<file path="src/rtl/cla_pkg.sv">
// Shared constants and parameter checks for the pipelined carry-lookahead adder.
package cla_pkg;

  localparam int CLA_MAX_GROUP = 16;
  localparam int CLA_MIN_GROUP = 2;

  // WIDTH must split evenly into lookahead groups of a supported size.
  function automatic bit cla_params_ok(input int width, input int group);
    return (group >= CLA_MIN_GROUP) && (group <= CLA_MAX_GROUP) &&
           (width > 0) && ((width % group) == 0);
  endfunction

endpackage

</file>
<file path="src/rtl/cla_group.sv">
// Group generate/propagate for one GROUP-bit lookahead block (purely combinational).
module cla_group
  import cla_pkg::*;
#(
  parameter int GROUP = 8
) (
  input  logic [GROUP-1:0] g_i,
  input  logic [GROUP-1:0] p_i,
  output logic             grp_g_o,
  output logic             grp_p_o
);

  if (GROUP < CLA_MIN_GROUP || GROUP > CLA_MAX_GROUP) begin : g_bad_group
    $error("cla_group: GROUP out of range");
  end

  // NOTE: combinational blocks use blocking '=' so each loop step sees the previous one;
  // sequential state elsewhere uses '<='.
  always_comb begin
    grp_g_o = 1'b0;
    for (int i = 0; i < GROUP; i++) begin
      grp_g_o = g_i[i] | (p_i[i] & grp_g_o);
    end
  end

  assign grp_p_o = &p_i;

endmodule

</file>
<file path="src/rtl/cla_pipe_adder.sv">
// Two-stage pipelined carry-lookahead adder/subtractor with valid/ready handshake.
// Define CLA_OVF_DETECT_EN to register a signed-overflow flag alongside the sum.
module cla_pipe_adder
  import cla_pkg::*;
#(
  parameter int WIDTH = 32,
  parameter int GROUP = 8
) (
  input  logic             clock,
  input  logic             resetn,
  input  logic             in_valid,
  output logic             in_ready,
  input  logic [WIDTH-1:0] a,
  input  logic [WIDTH-1:0] b,
  input  logic             cin,
  input  logic             sub,
  output logic             out_valid,
  input  logic             out_ready,
  output logic [WIDTH-1:0] sum,
  output logic             cout,
  output logic             ovf
);

  localparam int NG = WIDTH / GROUP;

  if (!cla_params_ok(WIDTH, GROUP)) begin : g_bad_params
    $error("cla_pipe_adder: WIDTH must be a multiple of GROUP, GROUP in 2..16");
  end

  typedef struct packed {
    logic [WIDTH-1:0] p;
    logic [WIDTH-1:0] g;
    logic [NG-1:0]    grp_g;
    logic [NG-1:0]    grp_p;
    logic             cin_eff;
  } stage1_t;

  logic             v1_q, v2_q;
  logic             adv1, adv2;
  logic [WIDTH-1:0] b_eff, p_d, g_d;
  logic [NG-1:0]    grp_g_d, grp_p_d;
  stage1_t          s1_d, s1_q;
  logic [NG:0]      cg;
  logic [WIDTH-1:0] bc;
  logic [WIDTH-1:0] sum_d, sum_q;
  logic             cout_d, cout_q;

  assign adv2     = !v2_q | out_ready;
  assign adv1     = !v1_q | adv2;
  assign in_ready = adv1;

  // Subtraction is a + ~b + 1, so the caller's carry-in is overridden.
  assign b_eff = sub ? ~b : b;
  assign p_d   = a ^ b_eff;
  assign g_d   = a & b_eff;

  for (genvar k = 0; k < NG; k++) begin : g_grp
    cla_group #(.GROUP(GROUP)) u_grp (
      .g_i     (g_d[k*GROUP +: GROUP]),
      .p_i     (p_d[k*GROUP +: GROUP]),
      .grp_g_o (grp_g_d[k]),
      .grp_p_o (grp_p_d[k])
    );
  end

  assign s1_d = '{p: p_d, g: g_d, grp_g: grp_g_d, grp_p: grp_p_d, cin_eff: sub | cin};

  // Group carries come from the lookahead terms; bit carries ripple only inside a group.
  always_comb begin
    cg    = '0;
    cg[0] = s1_q.cin_eff;
    for (int k = 0; k < NG; k++) begin
      cg[k+1] = s1_q.grp_g[k] | (s1_q.grp_p[k] & cg[k]);
    end
    bc    = '0;
    bc[0] = cg[0];
    for (int i = 1; i < WIDTH; i++) begin
      if ((i % GROUP) == 0) bc[i] = cg[i/GROUP];
      else                  bc[i] = s1_q.g[i-1] | (s1_q.p[i-1] & bc[i-1]);
    end
  end

  assign sum_d  = s1_q.p ^ bc;
  assign cout_d = cg[NG];

  // NOTE: reset is synchronous (sampled on the clock edge), and it clears the data
  // registers as well so outputs read zero straight after reset.
  always_ff @(posedge clock) begin
    if (!resetn) begin
      v1_q   <= 1'b0;
      v2_q   <= 1'b0;
      s1_q   <= '0;
      sum_q  <= '0;
      cout_q <= 1'b0;
    end else begin
      if (adv1)             v1_q <= in_valid;
      if (adv1 && in_valid) s1_q <= s1_d;
      if (adv2)             v2_q <= v1_q;
      if (adv2 && v1_q) begin
        sum_q  <= sum_d;
        cout_q <= cout_d;
      end
    end
  end

`ifdef CLA_OVF_DETECT_EN
  logic ovf_d, ovf_q;
  assign ovf_d = bc[WIDTH-1] ^ cg[NG];

  always_ff @(posedge clock) begin
    if (!resetn)           ovf_q <= 1'b0;
    else if (adv2 && v1_q) ovf_q <= ovf_d;
  end

  assign ovf = ovf_q;
`else
  assign ovf = 1'b0;
`endif

  assign out_valid = v2_q;
  assign sum       = sum_q;
  assign cout      = cout_q;

endmodule

</file>
<file path="config.mk">
export PLATFORM = sky130hd
export DESIGN_NAME = cla_pipe_adder
export DESIGN_NICKNAME = d
export VERILOG_FILES = /design/src/rtl/cla_pkg.sv /design/src/rtl/cla_group.sv /design/src/rtl/cla_pipe_adder.sv
export SDC_FILE = /design/constraint.sdc
export NUM_CORES = 1
export LEC_CHECK = 0
export ABC_AREA = 1
export CORE_MARGIN = 2
export CORE_UTILIZATION = 52
export DETAILED_ROUTE_END_ITERATION = 12
export PLACE_DENSITY = 0.91
export SYNTH_ARGS = -nofsm -noshare
export SYNTH_HDL_FRONTEND = slang
export SYNTH_HIERARCHICAL = 1
export SYNTH_SLANG_ARGS = --single-unit
export TNS_END_PERCENT = 100
</file>
<file path="constraint.sdc">
create_clock -name clock -period 4.6 [get_ports clock]
set_clock_uncertainty 0.15 [all_clocks]
set_input_delay 0.46 -clock clock [delete_from_list [all_inputs] [get_ports clock]]
set_output_delay 0.46 -clock clock [all_outputs]
set_load 0.02 [all_outputs]
</file>
==> results of run 1 <==
-- state kept, by name, summed over array words and instances (netlist names) --
signal,count
s1_q,68
sum,32
bc,1
cout,1
out_valid,1
v1_q,1
-- layer usage --
metal | part of all wire | wire length, um
met1 | 0.43 | 5110
met2 | 0.50 | 5960
met3 | 0.053 | 632
met4 | 0.011 | 136
met5 | 0 | 0
-- worst min-delay path by stage --
stage / start / to / slack, ns / cells after the start
5_1_grt: s1_q[5] / s1_q[5] / 0.33 / 2
3_3_place_gp: s1_q[5] / s1_q[5] / 0.29 / 2
6_report: s1_q[7] / s1_q[7] / 0.31 / 2
3_5_place_dp: s1_q[5] / s1_q[5] / 0.30 / 2
4_1_cts: s1_q[5] / s1_q[5] / 0.31 / 2
2_1_floorplan: s1_q[5] / s1_q[5] / 0.28 / 2
-- stage by stage --
step / util / instance area (um^2) / total power [mW] / cells
6_report: 0.655 / 6430 / 2.11 / 876
5_1_grt: 0.655 / 6430 / 2.22 / 876
4_1_cts: 0.655 / 6430 / 2.12 / 876
3_5_place_dp: 0.633 / 6210 / 1.52 / 860
3_3_place_gp: 0.633 / 6210 / 1.50 / 860
2_1_floorplan: - / 5260 / 1.35 / 657
-- critical path, cell delays in order (launching register included) --
cell and delay, ns:
dfxtp_1 0.33, nand2_1 0.06, nand2_1 0.07, nand2_1 0.07, nand2_1 0.08, nand2_1 0.07
nand2_1 0.07, ha_1 0.18, or2_2 0.27, ha_1 0.17, or2_2 0.27, ha_1 0.17
or2_2 0.27, ha_1 0.18, or2_2 0.28, ha_1 0.18, or2_2 0.27, ha_1 0.17
or2_2 0.27, ha_1 0.18, nor2_1 0.10, xor2_1 0.15, a21oi_1 0.08
-- cell usage in the layout (no fill, tap or decap), drive strengths merged --
cell / synthesis / layout
buf: 28 / 5
and3: 4 / 4
inv: 19 / 19
nand3: 9 / 9
nor2: 196 / 196
conb: 1 / 1
dfxtp: 104 / 104
ha: 60 / 60
or2: 24 / 24
clkdlybuf4s50: 0 / 102
clkinvlp: 0 / 1
clkinv: 0 / 2
xor2: 36 / 36
o21ai: 102 / 102
clkbuf: 9 / 12
a21o: 4 / 4
nand2: 42 / 42
bufinv: 0 / 1
nor3: 1 / 1
a21oi: 18 / 18
-- synthesized netlist by cell type, drive strengths merged --
cell / instances
nor2: 196
dfxtp: 104
o21ai: 102
ha: 60
nand2: 42
xor2: 36
buf: 28
or2: 24
inv: 19
a21oi: 18
clkbuf: 9
nand3: 9
a21o: 4
and3: 4
conb: 1
nor3: 1
-- kinds of logic after synthesis --
kind of cell,share of synthesized area
other,0.000712
xor gates and xnor gates,0.0599
and+or+nand+nor,0.217
AOI/OAI and AO/OA,0.120
DFF,0.396
adders and majority gates,0.143
buffers and inverters,0.0647
-- power by group --
group	internal (mW)	switching [mW]
Combinational	0.232	0.262
Clock	0.297	0.304
Sequential	0.973	0.0395
-- area by class of cell --
class / count / area (um^2)
Fill cell: 810 / 3390
Inverter: 19 / 71.3
Tap cell: 133 / 166
Clock inverter: 4 / 51.3
Multi-Input combinational cell: 497 / 2840
Timing Repair Buffer: 107 / 1050
Clock buffer: 12 / 165
Sequential cell: 104 / 2080
==> impl_metrics.env, run 1 <==
export IMPL_cp_max_fo=3
export IMPL_cp_end_kind="flop"
export IMPL_cts_repair_resized=0
export IMPL_rows=36
export IMPL_final_hold_viol_count=0
export IMPL_r2r_end="sum[31]"
export IMPL_cts_max_path_buffers=2
export IMPL_synth_top_cell_area_share=0.396
export IMPL_cts_hold_buf=0
export IMPL_portBuffers=104
export IMPL_hpwl_um=8290
export IMPL_tightestPinTransition_ns=1.10
export IMPL_dieWidth_um=105
export IMPL_critical_path_class="reg2reg"
export IMPL_relSlewSlack=0.268
export IMPL_grt_use_total=0.217
export IMPL_cp_start_kind="flop"
export IMPL_wl_per_cell_um=13.5
export IMPL_gp_congestion=0.796
export IMPL_first_pass_iters=5
export IMPL_met3_usage=0.0437
export IMPL_r2r_start="bc[0]"
export IMPL_top_usage_layer="met2"
export IMPL_drtIter0Drc=89
export IMPL_dpl_worst_slack_ns=0.375
export IMPL_grt_pass1_vias=4456
export IMPL_grtUsageMet1=0.251
export IMPL_synth_fp_nets=787
export IMPL_core_area_um2=9820
export IMPL_routed_via_density=5.13
export IMPL_cts_buffers=9
export IMPL_r2r_slack_ns=0.39
export IMPL_power_leakage_nw=2.99
export IMPL_vdd_drop_max_mv=0.187
export IMPL_finalSetupViolCount=0
export IMPL_hp_class="reg2reg"
export IMPL_grt_first_pass_wirelength_um=19700
export IMPL_synth_top_area_cell="dfxtp_1"
export IMPL_worst_ep_arrival_time_ns=4.28
export IMPL_yosysWarnings=6
export IMPL_setup_tns_final_ns=0
export IMPL_synth_area_top_cells="dfxtp_1 (40%), ha_1 (14%), nor2_1 (14%), o21ai_1 (6.2%), xor2_1 (6.0%)"
export IMPL_ys_types=24
export IMPL_ys_seq_area_frac=0.396
export IMPL_start_util=0.536
export IMPL_layout_drive_gt1_share=0.0781
export IMPL_status="finished, final reports clean"
export IMPL_antenna_found_initial=0
export IMPL_period_share=0.914
export IMPL_clkSlewWorstSetupHoldPaths_ns=0.10
export IMPL_drcViolationCount=0
export IMPL_cts_tree="done"
export IMPL_nets=868
export IMPL_cp_required_ns=4.67
export IMPL_met2_usage=0.405
export IMPL_syn_to_final_growth_pct=22.2
export IMPL_vias=4495
export IMPL_maxCapViolCount=0
export IMPL_reg2reg_depth=22
export IMPL_antenna_left=0
export IMPL_startpoint="bc[0]"
export IMPL_rsz0062_at_grt="no"
export IMPL_die_area_um2=10900
export IMPL_clk_latency_ns=0.36
export IMPL_slew_violations=0
export IMPL_globalRoute_totalOverflow=0
export IMPL_syn_avg_cell_area_um2=8.01
export IMPL_wl_um=11800
export IMPL_grt_max_degree=74
export IMPL_synth_seq_cells=104
export IMPL_fin_ws_ns=0.395
export IMPL_synthCells=657
export IMPL_fp_dieH_um=105
export IMPL_postCtsSetupRepairBufs=0
export IMPL_cts_htree_levels=3
export IMPL_timing_hold_ws_ns=0.310
export IMPL_root_buffer="clkbuf_8"
export IMPL_num_antenna_cells=0
export IMPL_pin_count=106
export IMPL_netlist_area_um2=5260
export IMPL_fmax_ghz=0.238
export IMPL_power_density_nw_per_um2=328
export IMPL_crit_end="sum[31]"
export IMPL_fin_crit_ns=4.21
export IMPL_cts_sinks=104
(Power assumes the default switching activity.)
==> inputs of run 2 (changes only) <==
--- a/config.mk
+++ b/config.mk
@@ -7,9 +7,11 @@
 export LEC_CHECK = 0
 export ABC_AREA = 1
 export CORE_MARGIN = 2
-export CORE_UTILIZATION = 52
+export CORE_UTILIZATION = 55
+export CTS_BUF_LIST = sky130_fd_sc_hd__clkbuf_8 sky130_fd_sc_hd__clkbuf_16
 export DETAILED_ROUTE_END_ITERATION = 12
-export PLACE_DENSITY = 0.91
+export GPL_ROUTABILITY_DRIVEN = 0
+export PLACE_DENSITY = 0.95
 export SYNTH_ARGS = -nofsm -noshare
 export SYNTH_HDL_FRONTEND = slang
 export SYNTH_HIERARCHICAL = 1
==> constraint.sdc (replaced) <==
create_clock -name clock -period 5.1 [get_ports clock]
set_clock_uncertainty 0.15 [all_clocks]
set_input_delay 0.51 -clock clock [delete_from_list [all_inputs] [get_ports clock]]
set_output_delay 0.51 -clock clock [all_outputs]
set_load 0.02 [all_outputs]
==> impl_metrics.env, run 2 (synthesis gave the netlist of run 1 again) <==
export IMPL_core_area_um2=9280
export IMPL_cts_max_path_buffers=2
export IMPL_layout_drive_gt1_share=0.0768
export IMPL_power_mw=1.84
export IMPL_nFillCells=744
export IMPL_cp_common_cell="ha_1"
export IMPL_power_density_nw_per_um2=288
export IMPL_die_area_um2=10400
export IMPL_timing_hold_ws_ns=0.317
export IMPL_antenna_left=0
export IMPL_postCtsSetupRepairBufs=0
export IMPL_dieWidth_um=102
export IMPL_r2r_start="s1_q[5]"
export IMPL_root_buffer="clkbuf_8"
export IMPL_cp_max_fo=2
export IMPL_finalNonFillerCells=871
export IMPL_dpl_cell_area_um2=6200
export IMPL_wl_per_cell_um=13.3
export IMPL_grt_use_total=0.225
export IMPL_start_util=0.567
export IMPL_final_common_cell="nor2_1"
export IMPL_path_buf_inv=1
export IMPL_cts_tree="done"
export IMPL_period_share=0.831
export IMPL_slew_violations=0
export IMPL_hp_class="reg2reg"
export IMPL_dr_wl_met3_um=580
export IMPL_cts_buffers=9
export IMPL_globalRoute_totalOverflow=0
export IMPL_cts_sinks=104
export IMPL_m1WireLength_um=4890
export IMPL_routed_wl_met2_um=5850
export IMPL_clk_latency_ns=0.36
export IMPL_wl_um=11600
export IMPL_utilization=0.689
export IMPL_startpoint="s1_q[5]"
export IMPL_fin_crit_ns=4.24
export IMPL_grt_first_pass_wirelength_um=18700
export IMPL_grt_pass1_vias=4418
export IMPL_vias=4573
export IMPL_critPathMaxStageDelay_ns=0.31
export IMPL_portBuffers=104
export IMPL_cts_repair_resized=0
export IMPL_vdd_drop_max_mv=0.160
export IMPL_final_hold_viol_count=0
export IMPL_relSlewSlack=0.281
export IMPL_grt_max_degree=104
export IMPL_antenna_found_initial=0
export IMPL_rsz0062_at_grt="no"
export IMPL_dp_cells=855
export IMPL_dr_max_layer_used="met4"
export IMPL_top_register="s1_q"
export IMPL_tightestPinTransition_ns=1.08
export IMPL_nets=867
export IMPL_rows=35
export IMPL_dpl_worst_slack_ns=0.851
export IMPL_worstPathCellList="inv_1 -> nand2_1 -> nand2_1 -> nand2_1 -> nand2_1 -> nand2_1 -> ha_1 -> or2_2 -> ha_1 -> or2_2 -> ha_1 -> or2_2 -> ha_1 -> or2_2 -> ha_1 -> or2_2 -> ha_1 -> or2_2 -> ha_1 -> nor2_1 -> xor2_1 -> a21oi_1"
export IMPL_critical_path_top_delay_family="simple AND/OR/NAND/NOR gates"
export IMPL_worst_ep_arrival_time_ns=4.32
export IMPL_hold_start="s1_q[6]"
export IMPL_drcViolationCount=0
export IMPL_status="finished, final reports clean"
export IMPL_syn_to_final_growth_pct=21.4
export IMPL_cts_htree_levels=3
export IMPL_setup_tns_final_ns=0
export IMPL_crit_slowest_cell="dfxtp_1"
export IMPL_maxCapViolCount=0
export IMPL_drtIter0Drc=138
export IMPL_cp_required_ns=5.18
export IMPL_cp_end_kind="flop"
export IMPL_largest_reg_flops=68
export IMPL_final_area_um2=6390
export IMPL_routed_via_density=5.25
export IMPL_clkSlewWorstSetupHoldPaths_ns=0.10
export IMPL_final_cell_mix="nor2_1 (192), dfxtp_1 (104), clkdlybuf4s50_1 (102), o21ai_1 (65), ha_1 (60)"
export IMPL_fp_dieH_um=102
export IMPL_fmax_ghz=0.236
export IMPL_cp_start_kind="flop"
export IMPL_hpwl_um=8140
export IMPL_power_leakage_nw=2.97
export IMPL_pin_count=106
export IMPL_critical_path_class="reg2reg"
export IMPL_fin_ws_ns=0.861
export IMPL_first_pass_iters=5
export IMPL_cts_hold_buf=0
export IMPL_finalSetupViolCount=0
export IMPL_num_antenna_cells=0
-- run 2: changes by cell type in the layout (fill, tap and decap cells not counted), sizes merged --
| cell | change |
|---|---|
| inv | +2 |
| buf | -1 |
| bufinv | -1 |
| clkbuf | -1 |
-- run 2: area by class of cell --
type | instances | area, um^2 | share of cell area
clock buffers | 11 | 151 | 0.0237
clock inverters | 5 | 38.8 | 0.00607
flip-flops and latches | 104 | 2080 | 0.326
well taps | 129 | 161 | 0.0252
repair buffers | 106 | 1050 | 0.164
inverters | 19 | 71.3 | 0.0112
multi-input cells | 497 | 2840 | 0.445
-- run 2: routing by layer --
metal,track usage,vias to the layer above
met1,0.258,2117
met2,0.415,139
met4,0.0954,0
met5,0,-
li1,-,2290
met3,0.0342,27
-- run 2: power breakdown --
part | internal [mW] | switching (mW)
Clock | 0.208 | 0.280
Combinational | 0.208 | 0.234
Sequential | 0.877 | 0.0359
-- run 2: tightest hold or removal path, stage by stage, from the launching register on --
cell and delay (ns):
dfxtp_1 0.31, inv_1 0.06, a21oi_1 0.06
-- run 2: worst paths after layout --
path / cells after the start / end / slack [ns]
max: 22 / sum[31] / 0.86
min: 2 / s1_q[6] / 0.32
max reg2reg: 22 / sum[31] / 0.86
min reg2reg: 2 / s1_q[6] / 0.32
==> inputs of run 3 (changes only) <==
--- a/config.mk
+++ b/config.mk
@@ -7,11 +7,11 @@
 export LEC_CHECK = 0
 export ABC_AREA = 1
 export CORE_MARGIN = 2
-export CORE_UTILIZATION = 55
+export CORE_UTILIZATION = 52
 export CTS_BUF_LIST = sky130_fd_sc_hd__clkbuf_8 sky130_fd_sc_hd__clkbuf_16
 export DETAILED_ROUTE_END_ITERATION = 12
 export GPL_ROUTABILITY_DRIVEN = 0
-export PLACE_DENSITY = 0.95
+export PLACE_DENSITY = 0.91
 export SYNTH_ARGS = -nofsm -noshare
 export SYNTH_HDL_FRONTEND = slang
 export SYNTH_HIERARCHICAL = 1
==> constraint.sdc (replaced) <==
create_clock -name clock -period 4.2 [get_ports clock]
set_clock_uncertainty 0.15 [all_clocks]
set_input_delay 0.42 -clock clock [delete_from_list [all_inputs] [get_ports clock]]
set_output_delay 0.42 -clock clock [all_outputs]
set_load 0.02 [all_outputs]
==> impl_metrics.env, run 3 (synthesis gave the netlist of run 1 again) <==
export IMPL_status="finished, final reports clean"
export IMPL_grtUsageMet1=0.255
export IMPL_root_buffer="clkbuf_8"
export IMPL_syn_to_final_growth_pct=23.6
export IMPL_cp_common_cell="or2_2"
export IMPL_drtIter0Drc=163
export IMPL_globalRoute_totalOverflow=0
export IMPL_grt_use_total=0.217
export IMPL_final_common_cell="nor2_1"
export IMPL_largest_reg_flops=68
export IMPL_cp_start_kind="flop"
export IMPL_power_leakage_nw=2.98
export IMPL_top_register="s1_q"
export IMPL_nFillCells=812
export IMPL_timing_hold_ws_ns=0.310
export IMPL_grt_first_pass_wirelength_um=19700
export IMPL_hold_start="s1_q[5]"
export IMPL_final_area_um2=6500
export IMPL_routed_via_density=5.16
export IMPL_clkSlewWorstSetupHoldPaths_ns=0.09
export IMPL_rows=36
export IMPL_path_buf_inv=0
export IMPL_portBuffers=104
export IMPL_power_density_nw_per_um2=352
export IMPL_worstPathCellList="nand2_2 -> nand2_2 -> nand2_2 -> nand2_2 -> ha_1 -> or2_2 -> ha_2 -> or2_2 -> ha_1 -> or2_2 -> ha_2 -> or2_2 -> ha_1 -> or2_2 -> ha_1 -> or2_2 -> ha_2 -> nor2_2 -> xor2_1 -> a21oi_1"
export IMPL_hp_class="reg2reg"
export IMPL_r2r_start="s1_q[1]"
export IMPL_top_usage_layer="met2"
export IMPL_vias=4532
export IMPL_cp_max_fo=2
export IMPL_final_cell_mix="nor2_1 (191), dfxtp_1 (102), clkdlybuf4s50_1 (102), o21ai_1 (65), ha_1 (51)"
export IMPL_cts_max_path_buffers=2
export IMPL_fin_crit_ns=4.07
export IMPL_r2r_slack_ns=0.13
export IMPL_critPathMaxStageDelay_ns=0.33
export IMPL_dpl_cell_area_um2=6220
export IMPL_tightestPinTransition_ns=1.08
export IMPL_met2_usage=0.393
export IMPL_nets=871
export IMPL_cts_tree="done"
export IMPL_r2r_end="sum[23]"
export IMPL_fp_dieH_um=105
export IMPL_wl_per_cell_um=13.7
export IMPL_rsz0062_at_grt="yes"
export IMPL_cts_htree_levels=3
export IMPL_start_util=0.536
export IMPL_antenna_found_initial=0
export IMPL_first_pass_iters=4
export IMPL_final_hold_viol_count=0
export IMPL_slew_violations=0
export IMPL_hold_end="s1_q[5]"
export IMPL_worst_ep_arrival_time_ns=4.14
export IMPL_cp_required_ns=4.27
export IMPL_maxCapViolCount=0
export IMPL_core_area_um2=9820
export IMPL_crit_slowest_cell="dfxtp_2"
export IMPL_cts_sinks=104
export IMPL_antenna_left=0
export IMPL_vdd_drop_max_mv=0.242
export IMPL_critical_path_class="reg2reg"
export IMPL_num_antenna_cells=0
export IMPL_dieWidth_um=105
export IMPL_grt_pass1_vias=4510
export IMPL_critical_path_top_delay_family="simple AND/OR/NAND/NOR gates"
export IMPL_cp_end_kind="flop"
export IMPL_die_area_um2=10900
export IMPL_grt_max_degree=74
export IMPL_fmax_ghz=0.245
export IMPL_clk_latency_ns=0.36
export IMPL_min_path_cells=2
export IMPL_met3_usage=0.0393
export IMPL_reg2reg_depth=20
export IMPL_pin_count=106
export IMPL_cts_buffers=9
export IMPL_layout_drive_gt1_share=0.105
export IMPL_relSlewSlack=0.278
export IMPL_drcViolationCount=0
export IMPL_period_share=0.970
export IMPL_finalSetupViolCount=0
export IMPL_hpwl_um=8330
export IMPL_wl_um=12000
export IMPL_startpoint="s1_q[1]"
==> run 3: changes by cell type in the layout (fill, tap and decap cells not counted), moves of 2 or more <==
cell     delta
ha_1        -9
dfxtp_1     -2
nand2_2     +6
buf_4       +4
nand2_1     -6
inv_6       -2
ha_4        +2
ha_2        +7
or2_4       +2
or2_2       -2
dfxtp_2     +2
==> run 3: worst max path at each step <==
stage               endpoint  slack [ns]  depth (start not counted)
floorplan            sum[31]        0.27                         22
global placement     sum[31]        0.08                         22
detailed placement   sum[31]       -0.08                         22
CTS                  sum[31]       0.003                         22
global route         sum[31]      -0.008                         22
finish               sum[23]        0.13                         20
==> run 3: cell type report <==
cell class | count | area, um^2 | area share
clock buffer | 10 | 138 | 0.0212
inverter | 19 | 71.3 | 0.0110
tap | 133 | 166 | 0.0256
multi-input combinational | 497 | 2910 | 0.447
clock inverter | 6 | 61.3 | 0.00943
sequential | 104 | 2080 | 0.321
timing repair buffer | 110 | 1080 | 0.165
==> run 3: tightest hold or removal path, cell delays in order, from the launching register on <==
cell     delay (ns)
dfxtp_1        0.32
inv_2          0.06
a21oi_1        0.05
==> run 3: repair_timing <==
action / CTS / global route
setup buffers: 0 / 2
resized for setup: 9 / 14
pin swaps: 2 / 8
hold buffers: 0 / 0
setup endpoints to repair: 2 / 3
hold endpoints to repair: 0 / 0
==> run 3: metal layers <==
layer,routed length [um],share of wire
met4,211,0.018
met5,0,0
met3,596,0.050
met2,5960,0.50
met1,5260,0.44
==> run 3: per-stage QoR <==
step | setup slack, ns | total power [mW] | TNS, ns | util | std cells
6_report | 0.127 | 2.29 | 0 | 0.662 | 879
3_5_place_dp | -0.0788 | 1.67 | -0.0829 | 0.634 | 861
3_3_place_gp | 0.0806 | 1.64 | 0 | 0.634 | 861
4_1_cts | 0.00283 | 2.28 | 0 | 0.656 | 877
2_1_floorplan | 0.267 | 1.47 | 0 | - | 657
5_1_grt | -0.00807 | 2.41 | -0.0118 | 0.662 | 879
==> run 3: report_power, final <==
part           internal (mW)  switching (mW)  leakage, nW
sequential              1.07          0.0443        0.861
clock                  0.289           0.336        0.101
combinational          0.263           0.292         2.01
total                   1.62           0.673         2.98
